`src/rtl/pps_pkg.sv`:
```
// -----------------------------------------------------------------------------
// pps_pkg
// Shared definitions for the 16-bit pipelined processor: default datapath
// widths, opcode constants, the fetch-stage state encoding and the IF/ID
// bundle field widths that decode relies on.
// -----------------------------------------------------------------------------
package pps_pkg;

    // Datapath widths shared by fetch and decode
    localparam int PPS_ADDR_WIDTH = 8;
    localparam int PPS_DATA_WIDTH = 16;
    localparam int PPS_OP_WIDTH   = 4;
    localparam int PPS_CNT_WIDTH  = 16;

    // IF/ID bundle field widths (instr, pc, valid)
    localparam int IFID_INSTR_WIDTH = PPS_DATA_WIDTH;
    localparam int IFID_PC_WIDTH    = PPS_ADDR_WIDTH;
    localparam int IFID_VALID_WIDTH = 1;

    // Opcode constants (top OP_WIDTH bits of the instruction word)
    localparam logic [PPS_OP_WIDTH-1:0] OP_NOP  = 4'h0;
    localparam logic [PPS_OP_WIDTH-1:0] OP_ADD  = 4'h1;
    localparam logic [PPS_OP_WIDTH-1:0] OP_SUB  = 4'h2;
    localparam logic [PPS_OP_WIDTH-1:0] OP_AND  = 4'h3;
    localparam logic [PPS_OP_WIDTH-1:0] OP_LD   = 4'h4;
    localparam logic [PPS_OP_WIDTH-1:0] OP_ST   = 4'h5;
    localparam logic [PPS_OP_WIDTH-1:0] OP_BEQ  = 4'h6;
    localparam logic [PPS_OP_WIDTH-1:0] OP_JMP  = 4'h7;
    localparam logic [PPS_OP_WIDTH-1:0] OP_HALT = 4'hF;

    // Fetch-stage state encoding
    typedef enum logic [1:0] {
        FS_IDLE   = 2'b00,
        FS_RUN    = 2'b01,
        FS_HALTED = 2'b10
    } fetch_state_e;

    localparam logic [PPS_CNT_WIDTH-1:0] CNT_MAX = 16'hFFFF;

endpackage

```
`src/rtl/fetch_stage_if.sv`:
```
// -----------------------------------------------------------------------------
// fetch_stage_if
// Bus bundle around the fetch stage: the instruction-memory read port and the
// IF/ID pipeline register handed to decode.
//   master : fetch side  (drives im_addr/im_rd and the IF/ID fields)
//   slave  : memory/decode side
// -----------------------------------------------------------------------------
interface fetch_stage_if
    import pps_pkg::*;
#(
    parameter int ADDR_WIDTH = PPS_ADDR_WIDTH,
    parameter int DATA_WIDTH = PPS_DATA_WIDTH
);
    logic [ADDR_WIDTH-1:0] im_addr;
    logic                  im_rd;
    logic [DATA_WIDTH-1:0] im_r_data;
    logic [DATA_WIDTH-1:0] ifid_instr;
    logic [ADDR_WIDTH-1:0] ifid_pc;
    logic                  ifid_valid;

    modport master (
        output im_addr,
        output im_rd,
        input  im_r_data,
        output ifid_instr,
        output ifid_pc,
        output ifid_valid
    );

    modport slave (
        input  im_addr,
        input  im_rd,
        output im_r_data,
        input  ifid_instr,
        input  ifid_pc,
        input  ifid_valid
    );
endinterface

```
`src/rtl/fetch_stage.sv`:
```
// -----------------------------------------------------------------------------
// fetch_stage
// Instruction-fetch stage. Owns the PC, drives the instruction-memory read
// port and fills the IF/ID register. Handles start-up from IDLE, stall hold,
// redirect (branch/jump) with a one-bubble flush, and HALT detection.
// Ports:
//   clk, rst (async, active-low)
//   start        : leave IDLE and begin fetching at START_ADDR
//   stall        : hold PC, IF/ID and counter
//   redirect     : taken branch/jump, load redirect_pc and flush IF/ID
//   redirect_pc  : redirect target
//   bus (master) : im_addr/im_rd/im_r_data and ifid_instr/ifid_pc/ifid_valid
//   halted       : HALT fetched, fetch stopped
//   fetch_cnt    : instructions accepted into IF/ID, saturating
// -----------------------------------------------------------------------------
module fetch_stage
    import pps_pkg::*;
#(
    parameter int                    ADDR_WIDTH = PPS_ADDR_WIDTH,
    parameter int                    DATA_WIDTH = PPS_DATA_WIDTH,
    parameter int                    OP_WIDTH   = PPS_OP_WIDTH,
    parameter logic [OP_WIDTH-1:0]   HALT_OP    = OP_HALT,
    parameter logic [ADDR_WIDTH-1:0] START_ADDR = {ADDR_WIDTH{1'b0}}
) (
    input  logic                     clk,
    input  logic                     rst,
    input  logic                     start,
    input  logic                     stall,
    input  logic                     redirect,
    input  logic [ADDR_WIDTH-1:0]    redirect_pc,
    fetch_stage_if.master            bus,
    output logic                     halted,
    output logic [PPS_CNT_WIDTH-1:0] fetch_cnt
);

    localparam logic [ADDR_WIDTH-1:0] PC_ONE = {{(ADDR_WIDTH-1){1'b0}}, 1'b1};

    fetch_state_e               state_r,      state_nxt_s;
    logic [ADDR_WIDTH-1:0]      pc_r,         pc_nxt_s;
    logic [DATA_WIDTH-1:0]      ifid_instr_r, ifid_instr_nxt_s;
    logic [ADDR_WIDTH-1:0]      ifid_pc_r,    ifid_pc_nxt_s;
    logic                       ifid_valid_r, ifid_valid_nxt_s;
    logic [PPS_CNT_WIDTH-1:0]   fetch_cnt_r,  fetch_cnt_nxt_s;
    logic                       im_rd_r,      im_rd_nxt_s;
    logic                       halted_r,     halted_nxt_s;
    logic                       is_halt_s;
    logic [PPS_CNT_WIDTH-1:0]   cnt_inc_s;

    assign is_halt_s = (bus.im_r_data[DATA_WIDTH-1 -: OP_WIDTH] == HALT_OP);

    // Saturating increment of the accepted-instruction counter
    always_comb begin
        if (fetch_cnt_r != CNT_MAX) begin
            cnt_inc_s = fetch_cnt_r + 16'd1;
        end else begin
            cnt_inc_s = fetch_cnt_r;
        end
    end

    // Next-state and next-datapath decode; redirect beats stall beats normal
    always_comb begin
        state_nxt_s      = state_r;
        pc_nxt_s         = pc_r;
        ifid_instr_nxt_s = ifid_instr_r;
        ifid_pc_nxt_s    = ifid_pc_r;
        ifid_valid_nxt_s = ifid_valid_r;
        fetch_cnt_nxt_s  = fetch_cnt_r;

        case (state_r)
            FS_IDLE: begin
                if (start) begin
                    pc_nxt_s    = START_ADDR;
                    state_nxt_s = FS_RUN;
                end else begin
                    state_nxt_s = FS_IDLE;
                end
            end
            FS_RUN: begin
                if (redirect) begin
                    // In-flight word is on the wrong path, even a HALT
                    pc_nxt_s         = redirect_pc;
                    ifid_valid_nxt_s = 1'b0;
                end else if (stall) begin
                    state_nxt_s = FS_RUN;
                end else begin
                    ifid_instr_nxt_s = bus.im_r_data;
                    ifid_pc_nxt_s    = pc_r;
                    ifid_valid_nxt_s = 1'b1;
                    fetch_cnt_nxt_s  = cnt_inc_s;
                    if (is_halt_s) begin
                        // PC parks on the HALT address
                        state_nxt_s = FS_HALTED;
                    end else begin
                        pc_nxt_s = pc_r + PC_ONE;
                    end
                end
            end
            FS_HALTED: begin
                if (redirect) begin
                    pc_nxt_s         = redirect_pc;
                    ifid_valid_nxt_s = 1'b0;
                    state_nxt_s      = FS_RUN;
                end else if (stall) begin
                    state_nxt_s = FS_HALTED;
                end else begin
                    // HALT has been handed to decode; empty the slot
                    ifid_valid_nxt_s = 1'b0;
                end
            end
            default: begin
                state_nxt_s      = FS_IDLE;
                ifid_valid_nxt_s = 1'b0;
            end
        endcase
    end

    // Registered decodes of the next state for the memory strobe and halt flag
    always_comb begin
        im_rd_nxt_s  = (state_nxt_s == FS_RUN);
        halted_nxt_s = (state_nxt_s == FS_HALTED);
    end

    // State and datapath registers with asynchronous reset
    always_ff @(posedge clk or negedge rst) begin
        if (!rst) begin
            state_r      <= FS_IDLE;
            pc_r         <= {ADDR_WIDTH{1'b0}};
            ifid_instr_r <= {DATA_WIDTH{1'b0}};
            ifid_pc_r    <= {ADDR_WIDTH{1'b0}};
            ifid_valid_r <= 1'b0;
            fetch_cnt_r  <= 16'h0000;
            im_rd_r      <= 1'b0;
            halted_r     <= 1'b0;
        end else begin
            state_r      <= state_nxt_s;
            pc_r         <= pc_nxt_s;
            ifid_instr_r <= ifid_instr_nxt_s;
            ifid_pc_r    <= ifid_pc_nxt_s;
            ifid_valid_r <= ifid_valid_nxt_s;
            fetch_cnt_r  <= fetch_cnt_nxt_s;
            im_rd_r      <= im_rd_nxt_s;
            halted_r     <= halted_nxt_s;
        end
    end

    assign bus.im_addr    = pc_r;
    assign bus.im_rd      = im_rd_r;
    assign bus.ifid_instr = ifid_instr_r;
    assign bus.ifid_pc    = ifid_pc_r;
    assign bus.ifid_valid = ifid_valid_r;
    assign halted         = halted_r;
    assign fetch_cnt      = fetch_cnt_r;

endmodule
```
`src/flat_wrapper.sv`:
```
// flat-port wrapper written by rule: the top's interface ports become plain ports
module fetch_stage_flat import pps_pkg::*;
#(
    parameter int                    ADDR_WIDTH = PPS_ADDR_WIDTH,
    parameter int                    DATA_WIDTH = PPS_DATA_WIDTH,
    parameter int                    OP_WIDTH   = PPS_OP_WIDTH,
    parameter logic [OP_WIDTH-1:0]   HALT_OP    = OP_HALT,
    parameter logic [ADDR_WIDTH-1:0] START_ADDR = {ADDR_WIDTH{1'b0}}
)
  (clk, rst, start, stall, redirect, redirect_pc, halted, fetch_cnt, bus_im_addr, bus_im_rd, bus_im_r_data, bus_ifid_instr, bus_ifid_pc, bus_ifid_valid);
  fetch_stage_if #(.ADDR_WIDTH(ADDR_WIDTH), .DATA_WIDTH(DATA_WIDTH)) bus_i ();
  input  logic clk;
  input  logic rst;
  input  logic start;
  input  logic stall;
  input  logic redirect;
  input  logic [ADDR_WIDTH-1:0] redirect_pc;
  output logic halted;
  output logic [PPS_CNT_WIDTH-1:0] fetch_cnt;
  output wire logic [$bits(bus_i.im_addr)-1:0] bus_im_addr;
  output wire logic [$bits(bus_i.im_rd)-1:0] bus_im_rd;
  input wire logic [$bits(bus_i.im_r_data)-1:0] bus_im_r_data;
  output wire logic [$bits(bus_i.ifid_instr)-1:0] bus_ifid_instr;
  output wire logic [$bits(bus_i.ifid_pc)-1:0] bus_ifid_pc;
  output wire logic [$bits(bus_i.ifid_valid)-1:0] bus_ifid_valid;
  assign bus_im_addr = bus_i.im_addr;
  assign bus_im_rd = bus_i.im_rd;
  assign bus_i.im_r_data = bus_im_r_data;
  assign bus_ifid_instr = bus_i.ifid_instr;
  assign bus_ifid_pc = bus_i.ifid_pc;
  assign bus_ifid_valid = bus_i.ifid_valid;
  fetch_stage #(.ADDR_WIDTH(ADDR_WIDTH), .DATA_WIDTH(DATA_WIDTH), .OP_WIDTH(OP_WIDTH), .HALT_OP(HALT_OP), .START_ADDR(START_ADDR)) u_core (.clk(clk), .rst(rst), .start(start), .stall(stall), .redirect(redirect), .redirect_pc(redirect_pc), .bus(bus_i), .halted(halted), .fetch_cnt(fetch_cnt));
endmodule
```
`config.mk`:
```
export PLATFORM = sky130hd
export DESIGN_NAME = fetch_stage_flat
export DESIGN_NICKNAME = d
export VERILOG_FILES = /design/src/rtl/pps_pkg.sv /design/src/rtl/fetch_stage_if.sv /design/src/rtl/fetch_stage.sv /design/src/flat_wrapper.sv
export SDC_FILE = /design/constraint.sdc
export NUM_CORES = 1
export LEC_CHECK = 0
export ABC_AREA = 1
export CORE_ASPECT_RATIO = 1.5
export CORE_UTILIZATION = 35
export DETAILED_ROUTE_END_ITERATION = 8
export MAX_ROUTING_LAYER = met4
export SLEW_MARGIN = 10
export SYNTH_ARGS = -nofsm -noshare
export SYNTH_HDL_FRONTEND = slang
export SYNTH_SLANG_ARGS = --single-unit
```
`constraint.sdc`:
```
create_clock -name clk -period 1.63 [get_ports clk]
set_input_delay 0.2445 -clock clk [delete_from_list [all_inputs] [get_ports clk]]
set_output_delay 0.2445 -clock clk [all_outputs]
set_load 0.05 [all_outputs]
```
==> Yosys cells after proc, flatten, opt, wreduce, memory -nomap -nowiden <==
Cells that the tools add are included.
Widths: inputs -> output; s select.
{ "word_totals": {"regBits": 53, "input_bits": 29, "output_inout_bits": 51, "elab_cells": 48} }
{ "op_classes": {"addsub": 2, "n_eq_ne": 11, "mux": 18, "bitwise": 3, "n_reduce_logical": 6} }
{ "op_table": {"columns": ["op", "n"], "rows": [
  ["$mux 8", 5],
  ["$pmux 8 s3", 1],
  ["$add 16x1->16 const B", 1],
  ["$ne 16x16->1 const B", 1],
  ["$mux 2", 5],
  ["$ne 3x3->1 const B", 3],
  ["$add 8x1->8 const B", 1],
  ["$pmux 2 s3", 1],
  ["$reduce_and 3->1", 2],
  ["$mux 1", 5],
  ["$reduce_and 5->1", 1],
  ["$eq 2x1->1 const B", 2],
  ["$eq 2x2->1 const B", 2],
  ["$eq 4x4->1 const B", 1],
  ["$ne 2x2->1 const B", 2],
  ["$reduce_and 4->1", 1],
  ["$not 1->1", 3],
  ["$pmux 1 s3", 1],
  ["$reduce_bool 3->1", 1],
  ["$logic_not 2->1", 1]
]} }

==> Depth between registers and ports, before layout <==
Gate-level depths: netlist of the first run.
{ "depth": {"word_depth": 6, "depth_mapped": 11, "ltp_nobuf": 10} }

==> Worst setup path after synthesis of the first run <==
OpenSTA, ideal clock, no wires.
{ "synth_timing": {"path_type": "register -> register", "start": "reg u_core.fetch_cnt_r[0] (netlist: u_core.fetch_cnt[0])", "end": "reg u_core.fetch_cnt_r[9] (netlist: u_core.fetch_cnt[9])", "setup_time_ns": 0.118, "arrival_time_ns": 1.836, "required_time_ns": 1.512, "setup_slack_ns": -0.324, "stages_incl_launch_ff": 12, "n_path_buf": 1, "period_less_slack_ns": 1.954, "path_cell_list": "dfrtp_1 -> ha_1 -> nand3_2 -> nor2_4 -> nand2_4 -> nor2_8 -> nand2_4 -> nand2_8 -> inv_4 -> buf_6 -> nand2_1 -> nand2_1"} }
{ "synth_between": {"elab_chain_len": 2, "elab_cells_between_ends": 3, "classes_between": "add/sub: 1; eq/ne: 1; reduce/logical: 1"} }
{ "synth_lines": {"columns": ["element", "line", "text"], "rows": [
  ["start: declaration", "fetch_stage.sv:43", "logic [PPS_CNT_WIDTH-1:0] fetch_cnt_r, fetch_cnt_nxt_s;"],
  ["start signal: assignment", "fetch_stage.sv:140", "fetch_cnt_r <= fetch_cnt_nxt_s;"],
  ["branches (longest 2 deep; another with $add 16x1->16)", null, null]
]} }
Parallel ways; which one is timed is not known.
A chain may end at the register's enable or synchronous reset.

==> Final worst setup path of the first run <==
{ "layout_timing": {"start": "reg u_core.state_r[1]", "end": "reg u_core.pc_r[0] (netlist: u_core.bus.im_addr[0])"} }
{ "layout_between": {"elab_chain_len": 3, "elab_cells_between_ends": 10, "classes_between": "eq/ne: 6; mux: 1; reduce/logical: 3"} }
{ "layout_lines": {"columns": ["element", "line", "text"], "rows": [
  ["start: declaration", "fetch_stage.sv:38", "fetch_state_e state_r, state_nxt_s;"],
  ["start signal: assignment", "fetch_stage.sv:135", "state_r <= state_nxt_s;"],
  ["$eq 2x1->1, or another cell as far along", "fetch_stage.sv:69", "case (state_r)"],
  ["$ne 3x3->1 (no line), or another cell as far along", null, null],
  ["$reduce_and 5->1 (no line)", null, null],
  ["end signal: assignment", "fetch_stage.sv:127", "pc_r <= {ADDR_WIDTH{1'b0}};"],
  ["end signal: assignment", "fetch_stage.sv:136", "pc_r <= pc_nxt_s;"],
  ["end: declaration", "fetch_stage.sv:39", "logic [ADDR_WIDTH-1:0] pc_r, pc_nxt_s;"]
]} }
Parallel ways exist; a longest one is shown, timed or not.

==> results of run 1 <==
## repair_timing
item,in CTS,in global routing
buffers inserted,0,1
hold buffers,1,0
endpoints found under the setup margin,0,25
endpoints found under the hold margin,17,0
resized for setup,0,8
## synthesized netlist by cell type, types with 4 or more instances
library cell / number / share of area
nand2_1: 176 / 0.24
dfrtp_1: 53 / 0.48
inv_1: 24 / 0.032
nor2_1: 20 / 0.027
o21ai_0: 16 / 0.029
nand3_1: 14 / 0.025
xnor2_1: 10 / 0.031
ha_1: 6 / 0.027
buf_2: 4 / 0.0072
## cell usage in the layout (no fill, tap or decap), types with 4 or more instances in the layout
master           Yosys  final
xnor2_1             10     10
inv_2                3      4
buf_12               0      6
o21ai_1              3      4
inv_1               24     23
dfrtp_2              0      8
dfrtp_1             53     45
buf_4                0     70
ha_1                 6      4
nor2_1              20     20
nand2_1            176    176
clkbuf_16            0      5
nor2_4               3      4
o21ai_0             16     15
clkdlybuf4s50_1      0     27
nand3_1             14     14
## cells by family (layout without fill, tap and decap cells)
group                    after synthesis  count (layout)
adder cells (fa/ha/maj)                6               6
flip-flops                            53              53
AND/OR/NAND/NOR                      229             230
buffers and inverters                 36             142
XOR/XNOR                              12              12
AO/OA/AOI/OAI                         26              26
## routing by layer
layer,vias up,part of all wire
met5,-,0
met4,0,0.028
met3,15,0.032
met2,68,0.54
met1,1228,0.40
li1,1328,-
## flip-flops by register name, summed over array words and instances, names as in the netlist
| signal | cells |
|---|---|
| u_core.bus.ifid_pc | 8 |
| u_core.bus.ifid_valid | 1 |
| u_core.state_r | 2 |
| u_core.bus.ifid_instr | 16 |
| u_core.halted | 1 |
| u_core.fetch_cnt | 16 |
| u_core.bus.im_addr | 8 |
| u_core.bus.im_rd | 1 |
## worst max path at each step
stage / start / endpoint / slack [ns] / cells past startpoint
after floorplan: u_core.fetch_cnt[0] / u_core.fetch_cnt[9] / -0.08 / 11
after global placement: redirect / u_core.bus.im_addr[2] / -0.05 / 9
after detailed placement: redirect / u_core.bus.im_addr[0] / -0.11 / 9
after CTS: u_core.state_r[1] / u_core.bus.im_addr[4] / 0.03 / 9
after global routing: u_core.state_r[1] / u_core.bus.im_addr[3] / -0.003 / 9
final: u_core.state_r[1] / u_core.bus.im_addr[0] / 0.07 / 9
## power by group through the flow
stage,clock network [mW],logic [mW],registers (mW)
after detailed placement,0,3.57,2.16
final,1.03,3.59,2.15
after floorplan,0,0.877,3.54
after CTS,1.06,3.58,2.15
after global placement,0,3.54,2.16
after global routing,1.12,3.84,2.21
## area by class of cell
type,instances,share of cell area
tap,102,0.03187
sequential,53,0.3337
timing repair buffer,106,0.2353
multi-input combinational,274,0.3362
clock inverter,2,0.002500
clock buffer,6,0.03219
inverter,28,0.02813
## critical path, cell delays in order (launching register included)
cell	delay, ns
dfrtp_1	0.38
buf_4	0.15
ha_1	0.17
inv_1	0.11
nand2_1	0.07
a21oi_1	0.14
nand3_2	0.13
buf_4	0.18
nand2_1	0.06
nand2_1	0.06
## per-stage QoR
stage | instance area, um^2 | total power, mW | worst slack [ns] | std cells
floorplan | 2818 | 4.416 | -0.07675 | 362
global placement | 3816 | 5.693 | -0.05293 | 560
detailed placement | 3816 | 5.730 | -0.1062 | 560
CTS | 3965 | 6.790 | 0.02799 | 569
global route | 4004 | 7.160 | -0.003493 | 571
finish | 4004 | 6.778 | 0.07392 | 571
==> metrics.md, run 1 <==
| Metric | Value |
|---|---|
| Grt peak-use layer | `met2` |
| Adder-cell share of the synthesized area | `0.02693` |
| Post-route setup TNS | `0 ns` |
| Final period utilization | `0.9546` |
| Final Wtd Congestion | `0.9166` |
| Initial Utilization | `0.3639` |
| R2r endpoint | `u_core.bus.im_addr[0]` |
| Synth Instances | `362` |
| Worst R2R Start | `u_core.state_r[1]` |
| Hold depth | `2` |
| Die height | `111.3 um` |
| Max Fclk | `642.6 MHz` |
| I/O pin count | `80` |
| Worst Setup End Kind | `register` |
| Sw Share | `0.4830` |
| Total number of vias | `2639` |
| HP Start | `u_core.bus.ifid_instr[3]` |
| HPWL after DPL | `5.585 mm` |
| WP data required | `1.81 ns` |
| Main combinational cell family by area after synthesis | `simple AND/OR/NAND/NOR gates` |
| R2R depth | `9` |
| FP Rows | `39` |
| Internal power | `3.504 mW` |
| Routed len/inst | `12.51 um` |
| Worst Max-Slew Pin Slew | `0.5055 ns` |
| Total Wirelength | `7.143 mm` |
| Fin. Hold Viols | `0` |
| Final ANT Viol Nets | `0` |
| Syn. warnings | `0` |
| Port buffer count | `79` |
| Arrival time worst endpoint | `1.74 ns` |
| Core Area | `7661 um^2` |
| Post-Syn Area per Cell | `7.701 um^2` |
| Logic pwr share | `0.530` |
| Ratio of cells with drive above 1 in the final layout | `0.2452` |
| Mux cell area share after synthesis | `0` |
| Compound-Gate Fraction of Synth Area | `0.05072` |
| Final Setup Violations | `0` |
| Via/cell ratio | `4.622` |
| GR Layer Usage met2 | `0.3255` |
| Flop pwr share | `0.317` |
| CP startpoint kind | `register` |
| Drt drc | `0` |
| EDFF count, synth | `0` |
| P_sw | `3.274 mW` |
| Post-synth ARST share | `1.000` |
| Area share of xor/xnor cells in the synthesized design | `0.03770` |
| H-tree lvl count | `2` |
| Worst min-delay path class | `register to register` |
| Bufs on Longest Clock Path | `2` |
| Vias in the first global route | `2565` |
| Clk network pwr share | `0.153` |
| Global-route met1 utilization | `0.2140` |
| Slew Viols, Final | `0` |
| Die Area | `8333 um^2` |
| Nets@finish | `503` |
| CTS tree | `yes` |
| First-pass GRT wire length | `11.80 mm` |
| CTS root buffer | `clkbuf_16` |
| Worst hold slack | `0.4744 ns` |
| Clk pin slew, worst setup/hold paths | `0.07 ns` |
| CP max FO | `8` |
| Layout fillers | `757` |
| Largest net degree at the start of global routing | `20` |
| Synth cell types | `30` |
| Reg area | `1336 um^2` |
| Total grt overflow | `0` |
| Worst vdd ir | `0.0008343 V` |
| P per Cell Area | `1693 nW/um^2` |
| Clk_lat worst skew | `0.29 ns` |
| Met3 Usage GRT | `0.03091` |
| Syn_nets | `397` |
| Initial antenna violation count | `0` |
| Sequential area share after synthesis | `0.4758` |
| Min cycle time layout | `1.556 ns` |
| Chip width | `74.87 um` |
| Max Cap Viol | `0` |
| Yosys reg bits | `53` |
| End-of-flow core utilization | `0.5226` |
| Area growth syn-to-layout | `43.63%` |
| Flop2flop setup slack | `0.07 ns` |
| Lkg Pwr | `2.080 nW` |
| Setup Crit Path Kind | `register to register` |
| Starting DRT DRC Count | `122` |
| Post-synth top flop | `dfrtp_1` |
| Worst slew margin | `0.6630` |
| Multi-input combinational cell area | `1346 um^2` |
| 1st-pass router iterations | `4` |
| CTS Sinks | `53` |
| TritonCTS buffer count | `5` |
| Simple-gate share of the synthesized area | `0.3523` |
| Status | `complete, no violations` |
| Total GRT Usage | `0.1911` |
| Setup Skew | `0.003407 ns` |
| Hold Path End | `u_core.bus.ifid_instr[3]` |
| Mapped Area | `2788 um^2` |
| N_diodes | `0` |
Note: power is estimated with default switching activity, not from simulation.
==> run 2, diff against run 1 <==
clock period = 1.9 ns   (was 1.63 ns; I/O delays follow)
==> metrics.md, run 2 (synthesis results as in run 1) <==
| Metric | Value |
|---|---|
| Final ANT Viol Nets | `0 (unchanged)` |
| Post-route setup TNS | `0 ns (unchanged)` |
| Worst slew margin | `0.6498 (was 0.6630)` |
| Total Wirelength | `6.743 mm (was 7.143 mm)` |
| Largest net degree at the start of global routing | `36 (was 20)` |
| Via/cell ratio | `4.576 (was 4.622)` |
| Ratio of cells with drive above 1 in the final layout | `0.09333 (was 0.2452)` |
| Die Area | `8333 um^2 (unchanged)` |
| Port buffer count | `79 (unchanged)` |
| Setup bufs post-CTS | `0 (unchanged)` |
| Post-DP Area | `3731 um^2 (was 3816 um^2)` |
| Worst Setup End Kind | `output pin (was register)` |
| CP max FO | `5 (was 8)` |
| Lkg Pwr | `2.001 nW (was 2.080 nW)` |
| Dpl cells | `543 (was 560)` |
| Fin. Hold Viols | `0 (unchanged)` |
| DP Worst Slack | `0.08440 ns (was -0.1062 ns)` |
| Setup Skew | `0.007779 ns (was 0.003407 ns)` |
| CTS Sinks | `53 (unchanged)` |
| CTS tree | `yes (unchanged)` |
| Vias in the first global route | `2510 (was 2565)` |
| Routed len/inst | `12.22 um (was 12.51 um)` |
| Initial Utilization | `0.3639 (unchanged)` |
| Die height | `111.3 um (unchanged)` |
| Unrepaired setup endpoints after global routing | `false` |
| Worst-path cell chain | `clkdlybuf4s50_1 (was buf_4 > ha_1 > inv_1 > nand2_1 > a21oi_1 > nand3_2 > buf_4 > nand2_1 > nand2_1)` |
| Worst vdd ir | `0.0006922 V (was 0.0008343 V)` |
| Non-Filler Instances | `552 (was 571)` |
| HPWL after DPL | `5.170 mm (was 5.585 mm)` |
| N_diodes | `0 (unchanged)` |
| P per Cell Area | `1469 nW/um^2 (was 1693 nW/um^2)` |
| Max Fclk | `541.2 MHz` |
| Worst Max-Slew Pin Slew | `0.5237 ns (was 0.5055 ns)` |
| 1st-pass router iterations | `5 (was 4)` |
| Worst Setup SP | `u_core.fetch_cnt[4] (was u_core.state_r[1])` |
| Clk pin slew, worst setup/hold paths | `0.07 ns (about the same)` |
| Area growth syn-to-layout | `39.99% (was 43.63%)` |
| Critical Path End | `fetch_cnt[4] (was u_core.bus.im_addr[0])` |
| I/O pin count | `80 (unchanged)` |
| Delay-heaviest family, CP | `buffers and inverters (unchanged)` |
| Final Setup Violations | `0 (unchanged)` |
| End-of-flow core utilization | `0.5094 (was 0.5226)` |
| H-tree lvl count | `2 (unchanged)` |
| Arrival time worst endpoint | `1.56 ns (was 1.74 ns)` |
| Worst path slowest cell | `clkdlybuf4s50_1 (was dfrtp_1)` |
| Worst hold slack | `0.4651 ns (was 0.4744 ns)` |
| Worst R2R Start | `u_core.state_r[1] (unchanged)` |
| Clk_lat worst skew | `0.29 ns (about the same)` |
| Chip width | `74.87 um (unchanged)` |
| Total GRT Usage | `0.1820 (was 0.1911)` |
| Core Area | `7661 um^2 (unchanged)` |
| Final instance area | `3902 um^2 (was 4004 um^2)` |
| Commonest non-fill, non-tap cells in the layout | `176 x nand2_1, 65 x clkdlybuf4s50_1, 51 x dfrtp_1 (was 176 x nand2_1, 70 x buf_4, 45 x dfrtp_1)` |
| Crit path buf inv count | `1 (was 3)` |
| CP max stage delay | `0.84 ns (was 0.38 ns)` |
| Total grt overflow | `0 (unchanged)` |
| Total number of vias | `2526 (was 2639)` |
| R2R depth | `10 (was 9)` |
| Bufs on Longest Clock Path | `2 (unchanged)` |
| Initial antenna violation count | `0 (unchanged)` |
| Worst min-delay path class | `primary input to async pin (was register to register)` |
| Commonest non-fill, non-tap cell in the layout | `nand2_1 (unchanged)` |
| Nets@finish | `484 (was 503)` |
| CP startpoint kind | `register (unchanged)` |
| CTS root buffer | `clkbuf_16 (unchanged)` |
| Setup Crit Path Kind | `register to output pin (was register to register)` |
| Drt drc | `0 (unchanged)` |
| Status | `complete, no violations (unchanged)` |
| Final period utilization | `0.9724` |
| R2r endpoint | `u_core.bus.im_addr[1] (was u_core.bus.im_addr[0])` |
| Slew Viols, Final | `0 (unchanged)` |
| FP Rows | `39 (unchanged)` |
| TritonCTS buffer count | `5 (unchanged)` |
| Tot Pwr | `5.732 mW (was 6.778 mW)` |
| Flop2flop setup slack | `0.18 ns (was 0.07 ns)` |
| Max Cap Viol | `0 (unchanged)` |
| First-pass GRT wire length | `11.50 mm (was 11.80 mm)` |
| Cell depth of the worst setup path | `1 (was 9)` |
| WP data required | `1.62 ns (was 1.81 ns)` |
| Min cycle time layout | `1.848 ns` |
| Final WS setup | `0.05236 ns (was 0.07392 ns)` |
| Final Wtd Congestion | `0.9247 (was 0.9166)` |
| Starting DRT DRC Count | `112 (was 122)` |
==> run 2: repair_timing <==
action / in CTS / in global routing
endpoints found under the hold margin: 18 / 0
setup endpoints to repair: 0 / 8
resized for setup: 0 / 6
hold buffers: 1 / 0
==> run 2: layout make-up <==
type | count | area, um^2
clock buffer | 8 | 146.4
fill | 775 | 3759
inverter | 28 | 110.1
multi-input combinational | 273 | 1304
sequential | 53 | 1329
tap | 102 | 127.6
timing repair buffer | 88 | 885.9
==> run 2: layer usage <==
metal / global-route usage / share of wire / routed length, um
met1: 0.2111 / 0.41 / 2771
met2: 0.3069 / 0.53 / 3541
met3: 0.02818 / 0.041 / 278
met4: 0.07044 / 0.022 / 151
met5: - / 0 / 0
==> run 2: power by group <==
group	internal (mW)	switching (mW)
Sequential	1.50	0.322
Clock	0.526	0.387
Combinational	0.987	2.01
==> run 2: worst min path at each step <==
stage	from	slack, ns	endpoint	depth (start not counted)
5_1_grt	u_core.bus.ifid_pc[3]	0.50	u_core.bus.ifid_pc[3]	2
4_1_cts	u_core.bus.ifid_instr[6]	0.47	u_core.bus.ifid_instr[6]	2
2_1_floorplan	rst	-0.01	u_core.bus.ifid_instr[0]	0
3_3_place_gp	rst	0.25	u_core.fetch_cnt[8]	1
3_5_place_dp	rst	0.26	u_core.fetch_cnt[8]	1
6_report	rst	0.47	u_core.fetch_cnt[5]	2
==> run 3, diff against run 2 <==
GPL_TIMING_DRIVEN = 0   (was not set)
==> metrics.md, run 3 (synthesis results as in run 1) <==
| Metric | Value |
|---|---|
| Worst path slowest cell | `clkdlybuf4s50_1 (unchanged)` |
| Nets@finish | `487 (was 484)` |
| Max Fclk | `538.8 MHz (was 541.2 MHz)` |
| Arrival time worst endpoint | `1.57 ns (was 1.56 ns)` |
| Post-DP Area | `3724 um^2 (was 3731 um^2)` |
| N_diodes | `0 (unchanged)` |
| Final Setup Violations | `0 (unchanged)` |
| Worst Setup SP | `u_core.fetch_cnt[3] (was u_core.fetch_cnt[4])` |
| WP data required | `1.62 ns (about the same)` |
| Layout fillers | `779 (was 775)` |
| Worst min-delay path class | `primary input to async pin (unchanged)` |
| H-tree lvl count | `2 (unchanged)` |
| Tot Pwr | `5.713 mW (was 5.732 mW)` |
| Clk_lat worst skew | `0.29 ns (about the same)` |
| Max Cap Viol | `0 (unchanged)` |
| HPWL after DPL | `5.396 mm (was 5.170 mm)` |
| TritonCTS buffer count | `5 (unchanged)` |
| Total number of vias | `2550 (was 2526)` |
| Starting DRT DRC Count | `69 (was 112)` |
| DP Worst Slack | `-0.1061 ns (was 0.08440 ns)` |
| Worst-path cell chain | `clkdlybuf4s50_1 (unchanged)` |
| Multi-input combinational cell area | `1323 um^2 (was 1304 um^2)` |
| 1st-pass router iterations | `4 (was 5)` |
| Die height | `111.3 um (unchanged)` |
| P_sw | `2.729 mW (was 2.720 mW)` |
| Area growth syn-to-layout | `41.11% (was 39.99%)` |
| Internal power | `2.984 mW (was 3.011 mW)` |
| P per Cell Area | `1452 nW/um^2 (was 1469 nW/um^2)` |
| Worst Max-Slew Pin Slew | `0.6400 ns (was 0.5237 ns)` |
| Min cycle time layout | `1.856 ns (was 1.848 ns)` |
| Final period utilization | `0.9769 (was 0.9724)` |
| Bufs on Longest Clock Path | `2 (unchanged)` |
| Commonest non-fill, non-tap cell in the layout | `nand2_1 (unchanged)` |
| CTS Sinks | `53 (unchanged)` |
| Clk pin slew, worst setup/hold paths | `0.06 ns (was 0.07 ns)` |
| Clk network pwr share | `0.153 (was 0.159)` |
| CP startpoint kind | `register (unchanged)` |
| Logic pwr share | `0.529 (was 0.523)` |
| Met3 Routed Length | `275 um (was 278 um)` |
| Final ANT Viol Nets | `0 (unchanged)` |
| Fin. Hold Viols | `0 (unchanged)` |
| Worst R2R Start | `u_core.state_r[1] (unchanged)` |
| Largest net degree at the start of global routing | `29 (was 36)` |
| Worst hold slack | `0.01534 ns (was 0.4651 ns)` |
| Drt drc | `0 (unchanged)` |
| WL met2 | `3.763 mm (was 3.541 mm)` |
| CTS tree | `yes (unchanged)` |
| Setup Skew | `0.003965 ns (was 0.007779 ns)` |
| Routed len/inst | `12.59 um (was 12.22 um)` |
| Port buffer count | `79 (unchanged)` |
| Via/cell ratio | `4.595 (was 4.576)` |
| CP max FO | `5 (unchanged)` |
| Flop pwr share | `0.318 (was 0.317)` |
| Chip width | `74.87 um (unchanged)` |
| Total Wirelength | `6.988 mm (was 6.743 mm)` |
| Top sig layer | `met4 (unchanged)` |
| Reg area | `1329 um^2 (unchanged)` |
| CP max stage delay | `0.84 ns (about the same)` |
| Slew Viols, Final | `0 (unchanged)` |
| I/O pin count | `80 (unchanged)` |
| Core Area | `7661 um^2 (unchanged)` |
| Lkg Pwr | `2.022 nW (was 2.001 nW)` |
| Total grt overflow | `0 (unchanged)` |
| CTS root buffer | `clkbuf_16 (unchanged)` |
| Worst slew margin | `0.5733 (was 0.6498)` |
| Initial Utilization | `0.3639 (unchanged)` |
| Final Wtd Congestion | `0.8698 (was 0.9247)` |
| Crit path buf inv count | `1 (unchanged)` |
| Initial antenna violation count | `0 (unchanged)` |
| Final instance area | `3934 um^2 (was 3902 um^2)` |
| Unrepaired setup endpoints after global routing | `true (was false)` |
| Metal-1 WL | `2.789 mm (was 2.771 mm)` |
| Ratio of cells with drive above 1 in the final layout | `0.08609 (was 0.09333)` |
| Setup Crit Path Kind | `register to output pin (unchanged)` |
| Delay-heaviest family, CP | `buffers and inverters (unchanged)` |
| First-pass GRT wire length | `11.73 mm (was 11.50 mm)` |
| Total GRT Usage | `0.1892 (was 0.1820)` |
| Vias in the first global route | `2512 (was 2510)` |
| Worst Setup End Kind | `output pin (unchanged)` |
| End-of-flow core utilization | `0.5135 (was 0.5094)` |
| Die Area | `8333 um^2 (unchanged)` |
| Final WS setup | `0.04391 ns (was 0.05236 ns)` |
| FP Rows | `39 (unchanged)` |
| Commonest non-fill, non-tap cells in the layout | `176 x nand2_1, 68 x clkdlybuf4s50_1, 51 x dfrtp_1 (was 176 x nand2_1, 65 x clkdlybuf4s50_1, 51 x dfrtp_1)` |
| Worst vdd ir | `0.0008953 V (was 0.0006922 V)` |
| Sw Share | `0.4776 (was 0.4746)` |
| Status | `complete, no violations (unchanged)` |
run 3: cell type report:
| cell class | count | area share |
|---|---|---|
| plain buffers | 8 | 0.01527 |
| clock buffers | 8 | 0.03467 |
| inverters | 28 | 0.02735 |
| multi-input cells | 273 | 0.3362 |
| flip-flops and latches | 53 | 0.3378 |
| well taps | 102 | 0.03244 |
| repair buffers | 83 | 0.2163 |
run 3: worst register-to-register path, cell delays in order, from the launching register on:
cell and delay, ns:
dfrtp_1 0.43, inv_1 0.10, ha_2 0.22, inv_2 0.09, nor2_4 0.15, inv_2 0.09
nor2_4 0.14, buf_12 0.13, nand2_8 0.07, inv_4 0.06, buf_6 0.13, nand2_1 0.06
nand2_1 0.05
run 3: power by group through the flow:
stage | sequential (mW) | combinational (mW) | clock (mW)
after global routing | 1.87 | 3.22 | 0.948
final | 1.82 | 3.02 | 0.874
after floorplan | 3.02 | 0.735 | 0
after global placement | 1.83 | 2.97 | 0
after CTS | 1.82 | 3.02 | 0.916
after detailed placement | 1.83 | 3.00 | 0
run 3: path summary, 6_finish.rpt:
path,to,slack (ns),depth (start not counted)
max,fetch_cnt[3],0.04,1
min,u_core.fetch_cnt[7],0.02,1
max reg2reg,u_core.fetch_cnt[3],0.11,12
min reg2reg,u_core.bus.ifid_instr[11],0.47,2
max in group asynchronous,u_core.fetch_cnt[0],1.30,2
min in group clk,u_core.bus.ifid_instr[11],0.47,2
run 3: what timing repair did:
action,in CTS,in global routing
hold endpoints to repair,0,0
pin swaps,1,3
buffers inserted,1,2
hold buffers,0,0
setup endpoints to repair,34,51
resized for setup,8,13
run 3: per-layer routing:
metal / vias up / GRT usage
met4: 0 / 0.08050
met2: 62 / 0.3315
met3: 11 / 0.03273
met1: 1182 / 0.2019
li1: 1295 / -
met5: - / -
run 3: per-stage QoR:
step,cells,TNS (ns)
floorplan,362,0
global placement,543,-62.36
detailed placement,544,-2.420
CTS,553,0
global route,555,-0.4827
finish,555,0
